===== src/rtl/screen_pkg.sv =====
// Shared constants, state type and helpers for the whack-a-mole screen sequencer.
package screen_pkg;

  // Screen encodings seen by the pixel mux
  localparam logic [1:0] SCR_START = 2'd0;
  localparam logic [1:0] SCR_PLAY  = 2'd1;
  localparam logic [1:0] SCR_OVER  = 2'd2;

  // PS/2 set-2 scan codes of interest
  localparam logic [7:0] KEY_SPACE = 8'h29;
  localparam logic [7:0] KEY_BREAK = 8'hF0;

  // Largest score the three-digit text generator can show
  localparam logic [9:0] SCORE_MAX = 10'd999;

  // Sequencer states share the screen encoding so screen_sel is a plain copy
  typedef enum logic [1:0] {
    ST_START = SCR_START,
    ST_PLAY  = SCR_PLAY,
    ST_OVER  = SCR_OVER
  } screen_state_t;

  // Saturating score increment
  function automatic logic [9:0] score_inc(input logic [9:0] v);
    return (v >= SCORE_MAX) ? SCORE_MAX : v + 10'd1;
  endfunction

endpackage


===== src/rtl/ps2_space_detect.sv =====
// Filters the PS/2 byte stream down to a one-cycle spacebar make strobe.
// A break prefix (F0) swallows the byte that follows it, so key releases
// never look like presses. The strobe is combinational so a press that
// lands on the same cycle as a frame tick can still commit on that tick.
module ps2_space_detect
  import screen_pkg::*;
(
  input  logic       clk,
  input  logic       reset,
  input  logic       i_key_valid,
  input  logic [7:0] i_key_code,
  output logic       o_space_press
);

  logic r_brk;

  // Break flag: armed by F0, consumed (and cleared) by the next byte
  always_ff @(posedge clk or negedge reset) begin
    if (!reset) begin
      r_brk <= 1'b0;
    end else if (i_key_valid) begin
      if (r_brk) begin
        r_brk <= 1'b0;
      end else if (i_key_code == KEY_BREAK) begin
        r_brk <= 1'b1;
      end
    end
  end

  assign o_space_press = i_key_valid && !r_brk && (i_key_code == KEY_SPACE);

endmodule


===== src/rtl/screen_controller.sv =====
// Top-level screen sequencer: START -> PLAY -> OVER -> START.
// Screen changes commit only on frame_tick so the display never tears.
// Keeps the countdown (frame-based) and the saturating hit score.
module screen_controller
  import screen_pkg::*;
#(
  parameter int GAME_SECONDS   = 30,
  parameter int FRAMES_PER_SEC = 60,
  parameter int OVER_HOLD_SEC  = 5
) (
  input  logic       clk,
  input  logic       reset,
  input  logic       key_valid,
  input  logic [7:0] key_code,
  input  logic       frame_tick,
  input  logic       hit,
  output logic [1:0] screen_sel,
  output logic       game_active,
  output logic [5:0] time_left,
  output logic [9:0] score,
  output logic       game_start_pulse,
  output logic       game_over_pulse
);

  // Worst case hold is 63 s * 255 frames = 16065 ticks, fits in 14 bits
  localparam int          LP_HOLD_FRAMES = OVER_HOLD_SEC * FRAMES_PER_SEC;
  localparam logic [5:0]  LP_TIME_INIT   = 6'(GAME_SECONDS);
  localparam logic [7:0]  LP_FRAME_LAST  = 8'(FRAMES_PER_SEC - 1);
  localparam logic [13:0] LP_HOLD_LAST   = 14'(LP_HOLD_FRAMES - 1);

  screen_state_t r_state;
  logic [1:0]    r_screen_sel;
  logic          r_game_active;
  logic [5:0]    r_time_left;
  logic [9:0]    r_score;
  logic          r_start_pulse;
  logic          r_over_pulse;
  logic [7:0]    r_frame_cnt;
  logic [13:0]   r_hold_cnt;
  logic          r_pend;

  logic w_space;
  logic w_req;
  logic w_sec_done;
  logic w_hold_done;

  ps2_space_detect u_space (
    .clk           (clk),
    .reset         (reset),
    .i_key_valid   (key_valid),
    .i_key_code    (key_code),
    .o_space_press (w_space)
  );

  // A press on this very cycle counts as a request alongside a stored one
  assign w_req       = r_pend | w_space;
  assign w_sec_done  = frame_tick && (r_frame_cnt == LP_FRAME_LAST);
  assign w_hold_done = frame_tick && (r_hold_cnt == LP_HOLD_LAST);

  // Sequencer: state, timers, score and all registered outputs
  always_ff @(posedge clk or negedge reset) begin
    if (!reset) begin
      r_state       <= ST_START;
      r_screen_sel  <= SCR_START;
      r_game_active <= 1'b0;
      r_time_left   <= LP_TIME_INIT;
      r_score       <= 10'd0;
      r_start_pulse <= 1'b0;
      r_over_pulse  <= 1'b0;
      r_frame_cnt   <= 8'd0;
      r_hold_cnt    <= 14'd0;
      r_pend        <= 1'b0;
    end else begin
      r_start_pulse <= 1'b0;
      r_over_pulse  <= 1'b0;
      case (r_state)
        ST_START: begin
          if (frame_tick && w_req) begin
            r_state       <= ST_PLAY;
            r_screen_sel  <= SCR_PLAY;
            r_game_active <= 1'b1;
            r_score       <= 10'd0;
            r_time_left   <= LP_TIME_INIT;
            r_frame_cnt   <= 8'd0;
            r_pend        <= 1'b0;
            r_start_pulse <= 1'b1;
          end else if (w_space) begin
            r_pend <= 1'b1;
          end
        end

        ST_PLAY: begin
          // Presses during a game are dropped, not queued for later
          r_pend <= 1'b0;
          if (hit) begin
            r_score <= score_inc(r_score);
          end
          if (frame_tick) begin
            if (w_sec_done) begin
              r_frame_cnt <= 8'd0;
              r_time_left <= r_time_left - 6'd1;
              if (r_time_left == 6'd1) begin
                r_state       <= ST_OVER;
                r_screen_sel  <= SCR_OVER;
                r_game_active <= 1'b0;
                r_over_pulse  <= 1'b1;
                r_hold_cnt    <= 14'd0;
              end
            end else begin
              r_frame_cnt <= r_frame_cnt + 8'd1;
            end
          end
        end

        ST_OVER: begin
          // Either a request or the hold timeout leaves; both together is one exit
          if (frame_tick) begin
            if (w_req || w_hold_done) begin
              r_state      <= ST_START;
              r_screen_sel <= SCR_START;
              r_pend       <= 1'b0;
              r_time_left  <= LP_TIME_INIT;
              r_hold_cnt   <= 14'd0;
            end else begin
              r_hold_cnt <= r_hold_cnt + 14'd1;
            end
          end else if (w_space) begin
            r_pend <= 1'b1;
          end
        end

        default: begin
          r_state       <= ST_START;
          r_screen_sel  <= SCR_START;
          r_game_active <= 1'b0;
          r_time_left   <= LP_TIME_INIT;
          r_pend        <= 1'b0;
        end
      endcase
    end
  end

  assign screen_sel       = r_screen_sel;
  assign game_active      = r_game_active;
  assign time_left        = r_time_left;
  assign score            = r_score;
  assign game_start_pulse = r_start_pulse;
  assign game_over_pulse  = r_over_pulse;

endmodule


===== config.mk =====
export PLATFORM = sky130hd
export DESIGN_NAME = screen_controller
export DESIGN_NICKNAME = d
export VERILOG_FILES = /design/src/rtl/screen_pkg.sv /design/src/rtl/ps2_space_detect.sv /design/src/rtl/screen_controller.sv
export SDC_FILE = /design/constraint.sdc
export NUM_CORES = 1
export LEC_CHECK = 0
export ABC_AREA = 0
export BUFFER_PORTS_ARGS = -buffer_cell sky130_fd_sc_hd__buf_2
export CORE_MARGIN = 4
export CORE_UTILIZATION = 45
export CTS_CLUSTER_SIZE = 30
export DETAILED_ROUTE_END_ITERATION = 8
export SETUP_SLACK_MARGIN = 0.05
export SYNTH_ARGS = -nofsm -noshare
export SYNTH_HDL_FRONTEND = slang
export SYNTH_SLANG_ARGS = --single-unit

===== constraint.sdc =====
create_clock -name clk -period 3.3 [get_ports clk]
set_clock_uncertainty 0.15 [all_clocks]
set_input_delay 0.495 -clock clk [delete_from_list [all_inputs] [get_ports clk]]
set_output_delay 0.495 -clock clk [all_outputs]
set_load 0.02 [all_outputs]

==> results of run 1 <==
-- worst max-delay path, delay by kind of cell (launching register included) --
family | cells | cell delay (ns)
AND/OR/NAND/NOR | 4 | 1.26
flip-flops | 1 | 0.43
multiplexers | 1 | 0.34
adder cells (fa/ha/maj) | 1 | 0.27
buffers and inverters | 1 | 0.16
-- flip-flops by register name (all words and copies together), names as in the netlist, 2 cells and up --
name         cells
time_left        6
r_hold_cnt      14
screen_sel       2
r_frame_cnt      8
score           10
-- worst min path at each step --
stage | startpoint | to | slack (ns) | depth (start not counted)
2_1_floorplan | reset | game_active$_DFFE_PN0P_ | 0.05 | 0
3_3_place_gp | r_frame_cnt[7]$_DFFE_PN0P_ | r_frame_cnt[7]$_DFFE_PN0P_ | 0.32 | 1
3_5_place_dp | r_frame_cnt[7]$_DFFE_PN0P_ | r_frame_cnt[7]$_DFFE_PN0P_ | 0.32 | 1
4_1_cts | reset | score[6]$_DFFE_PN0P_ | 0.25 | 1
5_1_grt | key_valid | u_space.r_brk$_DFFE_PN0P_ | 0.28 | 2
6_report | reset | score[6]$_DFFE_PN0P_ | 0.20 | 1
-- through the flow --
step | power [mW] | hold WS [ns] | setup WS [ns]
2_1_floorplan | 0.7705 | 0.04941 | 0.9320
3_3_place_gp | 0.8384 | 0.3159 | 0.6456
3_5_place_dp | 0.8417 | 0.3154 | 0.5730
4_1_cts | 1.222 | 0.2519 | 0.5984
5_1_grt | 1.272 | 0.2753 | 0.4593
6_report | 1.205 | 0.1971 | 0.6191
-- logic make-up after synthesis --
| logic type | Yosys count | synth area share (%) |
|---|---|---|
| multiplexers | 2 | 1.011 |
| adder cells (fa/ha/maj) | 5 | 2.529 |
| buffers and inverters | 17 | 3.136 |
| AO/OA/AOI/OAI | 74 | 18.97 |
| AND/OR/NAND/NOR | 123 | 28.63 |
| flip-flops | 45 | 45.73 |
-- power by group through the flow --
stage,Clock (mW),Combinational [mW],Sequential [mW]
3_3_place_gp,0,0.194,0.645
2_1_floorplan,0,0.109,0.661
5_1_grt,0.411,0.214,0.647
3_5_place_dp,0,0.196,0.646
4_1_cts,0.389,0.197,0.636
6_report,0.375,0.194,0.636
-- cell type report --
cell class,instances,share of cell area [%]
Multi-Input combinational cell,204,45.07
Sequential cell,45,40.30
Timing Repair Buffer,36,6.687
Clock buffer,7,3.433
Tap cell,70,3.121
Inverter,9,1.204
Clock inverter,1,0.1783
-- cells in the mapped netlist, drive strengths merged (4+ instances only) --
cell type / count
o31ai: 13
dfrtp: 41
or2: 4
nor2b: 6
ha: 5
nand2: 20
o21ai: 23
or4: 10
dfstp: 4
a31oi: 4
nor2: 20
clkbuf: 4
o21a: 5
nand3: 19
buf: 4
and3: 6
or3: 4
nor3: 6
inv: 9
nand4: 7
a21oi: 15
-- per-layer routing --
metal / wire [um] / part of all wire [%] / GRT usage (%) / vias to the layer above
li1: - / - / - / 1080
met1: 2672 / 51 / 25.21 / 1032
met2: 2346 / 44 / 26.66 / 39
met3: 217 / 4.1 / 4.230 / 7
met4: 37 / 0.70 / 4.817 / 0
met5: 0 / 0 / 0 / -
==> flow_summary.ini, run 1 <==
[outcome]
outcome = finished, final reports clean

[pwr]
internal_power_uw = 856.6
p_seq_share_pct = 52.8
peakVddDrop_mv = 0.2032
power_frac_clock_pct = 31.1
power_density_nw_per_um2 = 429.5
switching_share_pct = 28.94
p_leak_nw = 1.223
p_switching_uw = 348.8
p_comb_share_pct = 16.1

[synthesis]
synth-seq-cells = 45
synth-main-ff-cell = dfrtp_1
synthArstFlopShare_pct = 100.0
synth_top_cell_by_area = dfrtp_1
netlist_area_um2 = 2474
synthTopCellsByArea = dfrtp_1 41%, o21ai_0 4.5%, dfstp_2 4.2%
syn_nets = 284
seq_area_frac_synth_pct = 45.73
synth-edff-count = 0
synth_cells = 266
synth_top_area_share_pct = 41.48
yosys.cell_types.count = 54
syn_avg_cell_area_um2 = 9.299
yosys_warnings = 0

[clock_tree]
clk_latency_ns = 0.30
clock-sinks = 45
clockBufferDepth = 2
post_cts_buffers = 0
cts_buffers = 5
h-tree-depth = 2
root_buffer = clkbuf_8
cts.repair.resized = 0
cts_tree = built
clk_pin_slew_ns = 0.08
ctsHoldBuffers = 0

[finish]
synthToLayoutAreaGrowth_pct = 13.45
final_cell_area_um2 = 2806
drive_gt1_share_pct = 18.21
final_cell_mix = 41 x dfrtp_1, 33 x buf_2, 22 x o21ai_0
nets = 319
nFillCells = 510
regArea_um2 = 1131
multiInputGateArea_um2 = 1265
final_core_util_pct = 53.92
mostFrequentLayoutCell = dfrtp_1
stdcell_count = 372
n_antenna_cell = 0

[run]
maxCapViolCount = 0

[setup_path]
crit_path_top_delay_cell = or4b_4
start_kind = flop
cp_slowest_stage_delay_ns = 0.48
critPathCapture = time_left[1]$_DFFE_PN1P_
rrSetupSlack_ns = 0.62
rr_worst_depth = 7
reg2reg_to = time_left[1]$_DFFE_PN1P_
cp.arrival_ns = 2.76
reg2reg_from = r_hold_cnt[0]$_DFFE_PN0P_
cp_cell_sequence = ha_1 -> or4b_4 -> nor4_2 -> nor3b_1 -> buf_4 -> nor4_4 -> mux2_4
critPathKind = flop to flop
crit_start = r_hold_cnt[0]$_DFFE_PN0P_
worstPathMaxFanout = 7
worstPathRequired_ns = 3.38
end_kind = flop

[placed_design]
dpl.hpwl_um = 3683
portBuffers = 33
routabilityCongestion = 0.7842
dp.cells = 364
place_area_um2 = 2705

[timing]
fin_crit_ns = 2.681
worstMarginPinSlew_ns = 0.9808
rsz0062_at_grt = false
hold_viol = 0
finalCritPeriodShare_pct = 81.24
final-setup-viol-count = 0
setup_tns_ns = 0
max_clock_freq_ghz = 0.3730
max_slew_margin_pct = 34.61
drv_slew = 0

[global_route]
grt_start_max_net_pins = 46
grt_pass1_vias = 1978
grt_pass1_wl_um = 9266
antenna_found_initial = 0
grt_util_all_layers_pct = 17.61
grt-ovfl-total = 0

[detailed_routing]
first_pass_iters = 4
drt.antenna.violating_nets = 0
via_count = 2158
vias_per_cell = 5.801
drc_errors = 0
wire_per_inst_um = 14.17
wirelength_um = 5273
drt_iter0_markers = 118

[floorplanning]
rows = 26
ios = 34
die_w_um = 82.14
fp.coreArea_um2 = 5205
die-area_um2 = 6747
die_h_um = 82.14
start_util_pct = 47.52

[hold_path]
hold_class = input port to async pin
Power figures use the tool's default switching activity.
==> run 2: changes to the inputs <==
==> constraint.sdc (replaced) <==
create_clock -name clk -period 2.7 [get_ports clk]
set_clock_uncertainty 0.15 [all_clocks]
set_input_delay 0.405 -clock clk [delete_from_list [all_inputs] [get_ports clk]]
set_output_delay 0.405 -clock clk [all_outputs]
set_load 0.02 [all_outputs]
==> run 2 against run 1 <==
Non-clock buffer count increased by 6; cell count up 1.6%; via count about the same; flip-flop and latch count is the same; sequential share of layout area is 0.39 points lower; register-to-register slack worse by 0.42 ns; maximum frequency up 7.2%; critical path depth shrank 1; critical path type unchanged; largest cell class unchanged.
==> flow_summary.ini, run 2 (synthesis results as in run 1) <==
[clock_tree]
cts_tree = built
post_cts_buffers = 0
clock-sinks = 45
h-tree-depth = 2
clk_pin_slew_ns = 0.08
clk_latency_ns = 0.29
cts_buffers = 5
clockBufferDepth = 2
root_buffer = clkbuf_8

[pwr]
p_leak_nw = 1.235
peakVddDrop_mv = 0.2944
power_density_nw_per_um2 = 503.1

[setup_path]
crit_start = r_hold_cnt[0]$_DFFE_PN0P_
rr_worst_depth = 6
worstPathRequired_ns = 2.77
cp_cell_sequence = ha_1 -> or4b_4 -> nor4_2 -> nor3b_1 -> nor4_4 -> mux2_4
cp.arrival_ns = 2.57
end_kind = flop
start_kind = flop
crit_family = simple AND/OR/NAND/NOR gates
crit_path_top_delay_cell = or4b_4
path_buf_inv = 0
worstPathMaxFanout = 7
cp_slowest_stage_delay_ns = 0.46
critPathKind = flop to flop
reg2reg_to = time_left[1]$_DFFE_PN1P_
reg2reg_from = r_hold_cnt[0]$_DFFE_PN0P_
rrSetupSlack_ns = 0.20

[finish]
final_cell_mix = 41 x dfrtp_1, 33 x buf_2, 22 x o21ai_0
largest_register = r_hold_cnt
n_antenna_cell = 0
mostFrequentLayoutCell = dfrtp_1
drive_gt1_share_pct = 18.83
nets = 325
nFillCells = 507
synthToLayoutAreaGrowth_pct = 14.57
largest_reg_flops = 14
stdcell_count = 378

[placed_design]
routabilityCongestion = 0.9000
dpl.hpwl_um = 4025
portBuffers = 33
dp.cells = 369
dp_slack_ns = 0.1156

[floorplanning]
ios = 34
rows = 26
die-area_um2 = 6747
die_h_um = 82.14
die_w_um = 82.14
fp.coreArea_um2 = 5205
start_util_pct = 47.52

[outcome]
outcome = finished, final reports clean

[detailed_routing]
drt_iter0_markers = 101
drc_errors = 0
vias_per_cell = 5.712
wire_per_inst_um = 14.64
wirelength_um = 5534
via_count = 2159
drt.antenna.violating_nets = 0
first_pass_iters = 4

[timing]
hold_viol = 0
setup_tns_ns = 0
final-setup-viol-count = 0
fin_crit_ns = 2.501
max_slew_margin_pct = 50.82
max_clock_freq_ghz = 0.3998
worstMarginPinSlew_ns = 0.7361
timing.final.ws_setup_ns = 0.1990
rsz0062_at_grt = false
drv_slew = 0
finalCritPeriodShare_pct = 92.63
hold-worst-slack_ns = 0.1786

[hold_path]
hold_class = input port to flop
min_to = u_space.r_brk$_DFFE_PN0P_
hold-path-cell-count = 2
min_from = key_valid

[run]
maxCapViolCount = 0

[global_route]
grt-ovfl-total = 0
grt_start_max_net_pins = 29
antenna_found_initial = 0
grt_pass1_wl_um = 9501
grt_util_all_layers_pct = 18.14
grt_pass1_vias = 1991
-- run 2: changes by cell type in the layout (fill, tap and decap cells not counted) --
cell,previous run,this run
clkbuf_1,0,3
dlygate4sd3_1,0,1
clkinv_2,1,0
o31a_2,0,1
clkbuf_8,7,5
buf_4,3,8
o31a_1,1,0
-- run 2: area by class of cell --
cell class | count | area (um^2) | share of cell area [%]
repair buffers | 42 | 235.2 | 8.300
well taps | 70 | 87.58 | 3.091
inverters | 9 | 33.78 | 1.192
clock buffers | 8 | 80.08 | 2.826
flip-flops and latches | 45 | 1131 | 39.91
multi-input cells | 204 | 1266 | 44.68
-- run 2: stage by stage --
stage               util, %  total power, mW  cell area, um^2
global route          54.45            1.502             2834
CTS                   54.42            1.444             2833
detailed placement    52.69            1.035             2743
floorplan                 -           0.9417             2474
global placement      52.69            1.033             2743
finish                54.45            1.426             2834
-- run 2: per-layer routing --
layer | GRT usage (%) | up-vias | part of all wire (%)
met1 | 25.33 | 1032 | 49
li1 | - | 1089 | -
met4 | 5.482 | 0 | 1.3
met5 | 0 | - | 0
met2 | 28.11 | 30 | 46
met3 | 4.121 | 8 | 3.9
-- run 2: worst reg2reg max path, cell delays in order (launching register included) --
cell     delay [ns]
dfrtp_1        0.45
ha_1           0.20
or4b_4         0.46
nor4_2         0.26
nor3b_1        0.16
nor4_4         0.42
mux2_4         0.34
-- run 2: how the worst max path moves through the flow --
stage,end,depth (start not counted),slack (ns)
finish,time_left[1]$_DFFE_PN1P_,6,0.20
global route,time_left[1]$_DFFE_PN1P_,6,0.06
CTS,time_left[1]$_DFFE_PN1P_,6,0.18
detailed placement,time_left[1]$_DFFE_PN1P_,6,0.12
global placement,time_left[1]$_DFFE_PN1P_,6,0.17
floorplan,time_left[1]$_DFFE_PN1P_,6,0.35
-- run 2: report_power, final --
group          leakage [nW]  internal, mW  total (mW)  switching [mW]
registers             0.602         0.720       0.778          0.0575
logic                 0.593        0.0995       0.246           0.147
clock network        0.0395         0.184       0.402           0.217
-- run 2: timing repair --
action,in CTS,in global routing
gates resized for setup,0,1
hold endpoints to repair,13,0
hold buffers,1,0
endpoints found under the setup margin,0,8
